===== src/rtl/seg7_pkg.sv =====
// rtl/seg7_pkg.sv - shared types and segment constants for seg7_bcd_display
package seg7_pkg;

   typedef enum logic [1:0] {
      IDLE,
      CONV,
      DONE
   } state_t;

   localparam int DIGITS = 3;

   // Active-high patterns, bit order g..a
   localparam logic [6:0] SEG_BLANK = 7'b0000000;
   localparam logic [6:0] SEG_0     = 7'b0111111;
   localparam logic [6:0] SEG_1     = 7'b0000110;
   localparam logic [6:0] SEG_2     = 7'b1011011;
   localparam logic [6:0] SEG_3     = 7'b1001111;
   localparam logic [6:0] SEG_4     = 7'b1100110;
   localparam logic [6:0] SEG_5     = 7'b1101101;
   localparam logic [6:0] SEG_6     = 7'b1111101;
   localparam logic [6:0] SEG_7     = 7'b0000111;
   localparam logic [6:0] SEG_8     = 7'b1111111;
   localparam logic [6:0] SEG_9     = 7'b1101111;

   // One double-dabble iteration: add-3 on BCD nibbles >= 5, then shift left
   function automatic logic [19:0] dabble_step(input logic [19:0] s);
      logic [19:0] t;
      t = s;
      for (int i = 0; i < DIGITS; i++) begin
         if (t[8 + 4*i +: 4] >= 4'd5)
            t[8 + 4*i +: 4] = t[8 + 4*i +: 4] + 4'd3;
      end
      return {t[18:0], 1'b0};
   endfunction

endpackage


===== src/rtl/seg7_decoder.sv =====
// rtl/seg7_decoder.sv - BCD nibble to active-high seven-segment pattern
module seg7_decoder
   import seg7_pkg::*;
(
   input  logic [3:0] nibble,
   output logic [6:0] pattern
);

   always_comb begin
      pattern = SEG_BLANK;
      case (nibble)
         4'd0: pattern = SEG_0;
         4'd1: pattern = SEG_1;
         4'd2: pattern = SEG_2;
         4'd3: pattern = SEG_3;
         4'd4: pattern = SEG_4;
         4'd5: pattern = SEG_5;
         4'd6: pattern = SEG_6;
         4'd7: pattern = SEG_7;
         4'd8: pattern = SEG_8;
         4'd9: pattern = SEG_9;
         default: pattern = SEG_BLANK;
      endcase
   end

endmodule


===== src/rtl/seg7_bcd_display.sv =====
// rtl/seg7_bcd_display.sv - binary-to-BCD converter with multiplexed 3-digit display
// Optional leading-zero blanking when SEG7_LZB_EN is defined.
module seg7_bcd_display
   import seg7_pkg::*;
#(
   parameter logic [15:0] REFRESH_DIV = 16'd50000,
   parameter int          ACTIVE_LOW  = 1
)(
   input  logic        clk,
   input  logic        rst,
   input  logic [7:0]  value,
   output logic [7:0]  seg,
   output logic [2:0]  an,
   output logic        busy,
   output logic [11:0] bcd
);

   localparam logic [7:0] SEG_POL = (ACTIVE_LOW != 0) ? 8'hFF : 8'h00;
   localparam logic [2:0] AN_POL  = (ACTIVE_LOW != 0) ? 3'b111 : 3'b000;

   state_t      state, state_next;
   logic [7:0]  value_q, last, last_next;
   logic [19:0] shift, shift_next;
   logic [2:0]  iter, iter_next;
   logic [11:0] bcd_next;
   logic        busy_next;

   always_ff @(posedge clk) begin
      if (rst) begin
         state   <= IDLE;
         value_q <= 8'd0;
         last    <= 8'd0;
         shift   <= 20'd0;
         iter    <= 3'd0;
         bcd     <= 12'd0;
         busy    <= 1'b0;
      end else begin
         state   <= state_next;
         value_q <= value;
         last    <= last_next;
         shift   <= shift_next;
         iter    <= iter_next;
         bcd     <= bcd_next;
         busy    <= busy_next;
      end
   end

   always_comb begin
      state_next = state;
      last_next  = last;
      shift_next = shift;
      iter_next  = iter;
      bcd_next   = bcd;
      busy_next  = busy;
      case (state)
         IDLE: begin
            if (value_q != last) begin
               shift_next = {12'd0, value_q};
               last_next  = value_q;
               iter_next  = 3'd0;
               busy_next  = 1'b1;
               state_next = CONV;
            end
         end
         CONV: begin
            shift_next = dabble_step(shift);
            iter_next  = iter + 3'd1;
            if (iter == 3'd7)
               state_next = DONE;
         end
         DONE: begin
            bcd_next   = shift[19:8];
            busy_next  = 1'b0;
            state_next = IDLE;
         end
         default: state_next = IDLE;
      endcase
   end

   logic [15:0] refresh_cnt;
   logic [1:0]  digit_idx;

   always_ff @(posedge clk) begin
      if (rst) begin
         refresh_cnt <= 16'd0;
         digit_idx   <= 2'd0;
      end else if (refresh_cnt == REFRESH_DIV - 16'd1) begin
         refresh_cnt <= 16'd0;
         digit_idx   <= (digit_idx == 2'd2) ? 2'd0 : digit_idx + 2'd1;
      end else begin
         refresh_cnt <= refresh_cnt + 16'd1;
      end
   end

   logic [3:0] nibble;
   logic [6:0] pattern;
   logic [2:0] an_onehot;

   // Blanked slots feed an out-of-range nibble so the decoder emits all-off
   always_comb begin
      nibble    = bcd[3:0];
      an_onehot = 3'b001;
      case (digit_idx)
         2'd1: begin
            an_onehot = 3'b010;
`ifdef SEG7_LZB_EN
            nibble = (bcd[11:4] == 8'd0) ? 4'hF : bcd[7:4];
`else
            nibble = bcd[7:4];
`endif
         end
         2'd2: begin
            an_onehot = 3'b100;
`ifdef SEG7_LZB_EN
            nibble = (bcd[11:8] == 4'd0) ? 4'hF : bcd[11:8];
`else
            nibble = bcd[11:8];
`endif
         end
         default: begin
            an_onehot = 3'b001;
            nibble    = bcd[3:0];
         end
      endcase
   end

   seg7_decoder u_decoder (
      .nibble  (nibble),
      .pattern (pattern)
   );

   always_ff @(posedge clk) begin
      if (rst) begin
         seg <= SEG_POL;
         an  <= AN_POL;
      end else begin
         seg <= SEG_POL ^ {1'b0, pattern};
         an  <= AN_POL ^ an_onehot;
      end
   end

endmodule

===== config.mk =====
export PLATFORM = sky130hd
export DESIGN_NAME = seg7_bcd_display
export DESIGN_NICKNAME = d
export VERILOG_FILES = /design/src/rtl/seg7_pkg.sv /design/src/rtl/seg7_decoder.sv /design/src/rtl/seg7_bcd_display.sv
export SDC_FILE = /design/constraint.sdc
export NUM_CORES = 1
export LEC_CHECK = 0
export CAP_MARGIN = 40
export CORE_MARGIN = 1.5
export CORE_UTILIZATION = 50
export CTS_CLUSTER_SIZE = 20
export DETAILED_ROUTE_END_ITERATION = 10
export PLACE_DENSITY = 0.71
export REMOVE_ABC_BUFFERS = 1
export SYNTH_ARGS = -nofsm -noshare
export SYNTH_HDL_FRONTEND = slang
export SYNTH_SLANG_ARGS = --single-unit
export TNS_END_PERCENT = 5

===== constraint.sdc =====
create_clock -name clk -period 4.25 [get_ports clk]
set_clock_uncertainty 0.2 [all_clocks]
set_input_delay 1.0625 -clock clk [delete_from_list [all_inputs] [get_ports clk]]
set_output_delay 1.0625 -clock clk [all_outputs]
set_load 0.01 [all_outputs]

## After elaboration in Yosys (flattened, before gate mapping)

Memory sizes are Yosys's and may differ from the RTL's.
Index checks and enable logic that the tools add are counted.

- RAM bits: 0
- Input bits: 10
- Memories: 1
- Logic and storage cells: 55
- Bits in registers: 83
- Bits in read-only memories: 112
- Output and inout port bits: 24
- Latch bits: 0

Memories:

| name | depth | width | rd ports | clocked after memory_dff | wr ports | RTL line | source |
|---|---|---|---|---|---|---|---|
| (name not given) | 16 | 7 | 1 | 0 | 0 | seg7_decoder.sv:11 | `case (nibble)` |

- Order comparisons: 3
- Bitwise logic cells: 2
- Equal/unequal tests: 9
- Divide/modulo/power cells: 0
- $add $sub $neg: 6
- Shift-type cells: 0
- Multiply operators: 0
- Reductions and logical operators: 8
- Multiplexer cells: 15

Operators by type and width:

| operator | count |
|---|---|
| $pmux W20 S2 | 1 |
| $mux W20 | 1 |
| $add A16 B1 Y16 const B | 1 |
| $eq A16 B16 Y1 const B | 1 |
| $ge A4 B3 Y1 const B | 3 |
| $pmux W3 S2 | 2 |
| $add A4 B2 Y4 const B | 2 |
| $mux W4 | 2 |
| $ne A8 B8 Y1 | 1 |
| $not A7 Y8 | 1 |
| $pmux W4 S2 | 1 |
| $reduce_and A2 Y1 | 4 |
| $mux W2 | 3 |
| $mux W3 | 2 |
| $eq A2 B1 Y1 const B | 2 |
| $eq A2 B2 Y1 const B | 2 |
| $ne A2 B2 Y1 const B | 2 |
| $pmux W2 S2 | 1 |
| $reduce_bool A2 Y1 | 2 |
| $add A3 B1 Y3 const B | 1 |
| $add A3 B2 Y3 const B | 1 |
| $eq A3 B3 Y1 const B | 1 |
| $not A3 Y3 | 1 |
| $add A2 B1 Y2 const B | 1 |
| 4 further kinds | 4 |

## Longest topological paths before layout

An unclocked memory read counts as a cell.

- Depth in word-level cells: 4
- Gate-level depth with buffers: 10
- Gate-level depth less buffers: 9

## Hierarchy

Synthesis repeated with hierarchy kept, for this count alone.

- Cell total of the unflattened synthesis: 415
- Area total of the unflattened synthesis: 3641.0 sq um

Modules (own cells, without submodules):

| module | times used | cells an instance | area an instance (sq um) | seq. area each (sq um) |
|---|---|---|---|---|
| seg7_bcd_display | 1 | 389 | 3439.5 | 1641.6 |
| seg7_decoder | 1 | 26 | 201.4 | 0.0 |

## Worst setup path before layout

Ideal clock, no wire load.

- Path type: register -> register
- From: reg digit_idx[0]
- To: reg seg[6]
- Path buffers: 1
- Stages on the path, launching flop included: 10
- Arrival time: 2027 ps
- Period minus slack after synthesis: 2351 ps
- Data required time: 3927 ps
- Path slack: 1899 ps
- Library setup time: 123 ps
- Path through: dfxtp_1 inv_1 ha_1 buf_2 mux2i_1 inv_1 ha_1 nor3_1 a21oi_1 or2_2

- Longest elaborated chain between the ends: 4
- Elaborated cells on any way between the ends: 5
- Classes of those cells: eq/ne: 2; mux: 1; bitwise: 1; memory: 1

Ends and longest elaborated chain:

| element | RTL line | source |
|---|---|---|
| from (decl) | seg7_bcd_display.sv:81 | `logic [1:0] digit_idx;` |
| from (signal assigned) | seg7_bcd_display.sv:89 | `digit_idx <= (digit_idx == 2'd2) ? 2'd0 : digit_idx + 2'd1;` |
| $eq A2 B2 Y1 or $eq A2 B1 Y1 (tied branches) | seg7_bcd_display.sv:103 | `case (digit_idx)` |
| $pmux W4 S2 (*) | seg7_bcd_display.sv:103 |  |
| $mem_v2 Z16 W7 (*) | -- |  |
| $not A7 Y8 (no source line) (*) | -- |  |
| to (signal assigned) | seg7_bcd_display.sv:137 | `seg <= SEG_POL ^ {1'b0, pattern};` |
| to (decl) | seg7_bcd_display.sv:12 | `output logic [7:0] seg,` |

Mark *: on every way between the ends. The rest lies on a longest branch, timed or not.
A chain may end at the register's enable or synchronous reset.

## Worst setup path in the final report

Same ends and word-level chain as after synthesis.

==> reports/metrics.cfg <==
[status]
outcome = completed

[timing]
worst_pin_slew_ns = 0.846
hold_violations = 0
period_needed_ns = 2.70
period_share = 0.634
slew_headroom = 0.434
setup_viol = 0
holdWs_ns = 0.255
final.setup.tns_ns = 0
grt_setup_unrepaired = false
slew_viol_final = 0
fmax_mhz = 371

[cts]
cts_tree = built
htreeDepth = 3
cts_buffers = 9
post_cts_resized = 0
cts_setup_buffers = 0
cts_sinks = 82
clockBufferDepth = 2
cts_hold_buf = 0
clk_latency_ns = 0.35
clkTransAtPathRegs_ns = 0.08
clock-root-buffer = clkbuf_8

[floorplan]
coreArea_um2 = 6870
fp.dieH_um = 87.7
rows = 30
die_area_um2 = 7680
die_width_um = 87.7
start_util = 0.522
io_pins = 34

[final_layout]
layout_commonest_cell = dfxtp_1
layout_common_cells = dfxtp_1 (82), nand2_1 (54), a21oi_1 (41), nand3_1 (33), nor2_1 (32)
antenna_cells = 0
synthToLayoutAreaGrowth_pct = 15.3
final_nets = 461
drive_above_1_share = 0.0616
nFillCells = 625

[synthesis]
synth_top_flop_cell = dfxtp_1
ys_async_sr_fraction = 0
synth.cell_area_um2 = 3580
synth_cells = 409
avgSynthCellArea_um2 = 8.76
synth_cell_types = 38
synth_edf_count = 0
ys_ff_latch = 82
ys_warn_count = 0
seq_area_frac_synth = 0.458

[detailed_routing]
drtIter0Drc = 92
wl_per_cell_um = 12.3
drt_wl_total_mm = 6.59
drc = 0
avgViaCountPerCell = 5.14
dr_total_vias = 2745
antenna_left = 0
drt-pass1-iter-count = 4

[critical_path]
critPathArrivalTime_ns = 2.72
crit_path_max_fanout = 8
cp-end-kind = register
required_ns = 4.28
start_kind = register
worstSetupPathType = register to register

[global_route]
grt.busiest_layer = met2
use_met1 = 0.244
grtUsageMet2 = 0.299
grt_pass1_vias = 2516
grt_pass1_wl_mm = 11.5
grt_max_degree = 41
grt_use_met3 = 0.0509
grt_overflow = 0
antenna_found_initial = 0
track_usage = 0.188

[pwr]
ir_worst_vdd_uv = 206
p_leak_nw = 1.45
cellPowerDensity_nw_per_um2 = 359

[place]
place.gp.congestion = 0.753
dpl.hpwl_mm = 4.48
io_buffer_count = 32

[flow_run]
drv_cap = 0

[hold_path]
hold_path_class = register to register

## Yosys cell counts, types with 7 or more instances
master / count / area, um2
clkbuf_1: 12 / 45.0
mux2i_1: 7 / 70.1
o211ai_1: 8 / 60.1
a21oi_1: 41 / 205
nand3_1: 33 / 165
dfxtp_1: 82 / 1640
nor2b_1: 10 / 62.6
xnor2_1: 17 / 149
a31oi_1: 12 / 75.1
o21ai_0: 10 / 50.1
nand2b_1: 9 / 56.3
nor2_1: 32 / 120
xor2_1: 11 / 96.3
ha_1: 18 / 225
nand2_1: 54 / 203
inv_1: 12 / 45.0
## worst max-delay path, cell delays in order (launching register included)
cell and delay, ns:
dfxtp_1 0.38, inv_1 0.08, ha_1 0.46, mux2i_1 0.54, inv_1 0.14, ha_1 0.22
nor3_1 0.21, a21oi_1 0.06, or2_2 0.29
## routing by layer
| metal | wire length [um] | up-vias |
|---|---|---|
| met1 | 3180 | 1255 |
| met5 | 0 | - |
| met2 | 3120 | 53 |
| li1 | - | 1430 |
| met3 | 232 | 7 |
| met4 | 55 | 0 |
## power breakdown
group	internal, W	switching [W]
Combinational	0.0000469	0.0000740
Sequential	0.000791	0.0000137
Clock	0.000273	0.000286
## metrics by stage
stage | power, W | cell area (um2) | worst slack [ns] | std cells | utilization
5_1_grt | 0.00155 | 4130 | 1.38 | 534 | 0.602
3_5_place_dp | 0.000945 | 3940 | 1.60 | 518 | 0.573
4_1_cts | 0.00150 | 4130 | 1.59 | 534 | 0.602
3_3_place_gp | 0.000935 | 3910 | 1.69 | 516 | 0.569
2_1_floorplan | 0.000891 | 3460 | 1.88 | 387 | -
6_report | 0.00148 | 4130 | 1.55 | 534 | 0.602
## worst paths after layout
kind	startpoint	end	slack [ns]	cells after the start
max reg2reg	digit_idx[0]	seg[6]	1.55	8
min reg2reg	busy	busy	0.26	2
min	busy	busy	0.26	2
max	digit_idx[0]	seg[6]	1.55	8
## sequential cells by signal (all words and copies together) (netlist names)
| signal | count |
|---|---|
| an | 3 |
| bcd | 12 |
| busy | 1 |
| digit_idx | 2 |
| iter | 3 |
| last | 8 |
| refresh_cnt | 16 |
| seg | 7 |
| shift | 20 |
| state | 2 |
| value_q | 8 |
## cell type report
cell class / count / area (um2) / share of cell area
inverter: 12 / 45.0 / 0.0109
tap: 96 / 120 / 0.0291
multi-input combinational: 293 / 1780 / 0.430
clock buffer: 10 / 128 / 0.0309
clock inverter: 6 / 67.6 / 0.0163
sequential: 82 / 1640 / 0.397
timing repair buffer: 35 / 353 / 0.0854
## kinds of logic (layout without fill, tap and decap cells)
group,after synthesis,after routing,share of synthesized area
buf+inv,34,63,0.0464
flops,82,82,0.458
other cells,1,1,0.00105
fa+ha+maj,18,18,0.0629
simple gates,161,161,0.217
compound gates,78,78,0.127
mux,7,7,0.0196
xor+xnor,28,28,0.0684
Note: power is estimated with default switching activity, not from simulation.
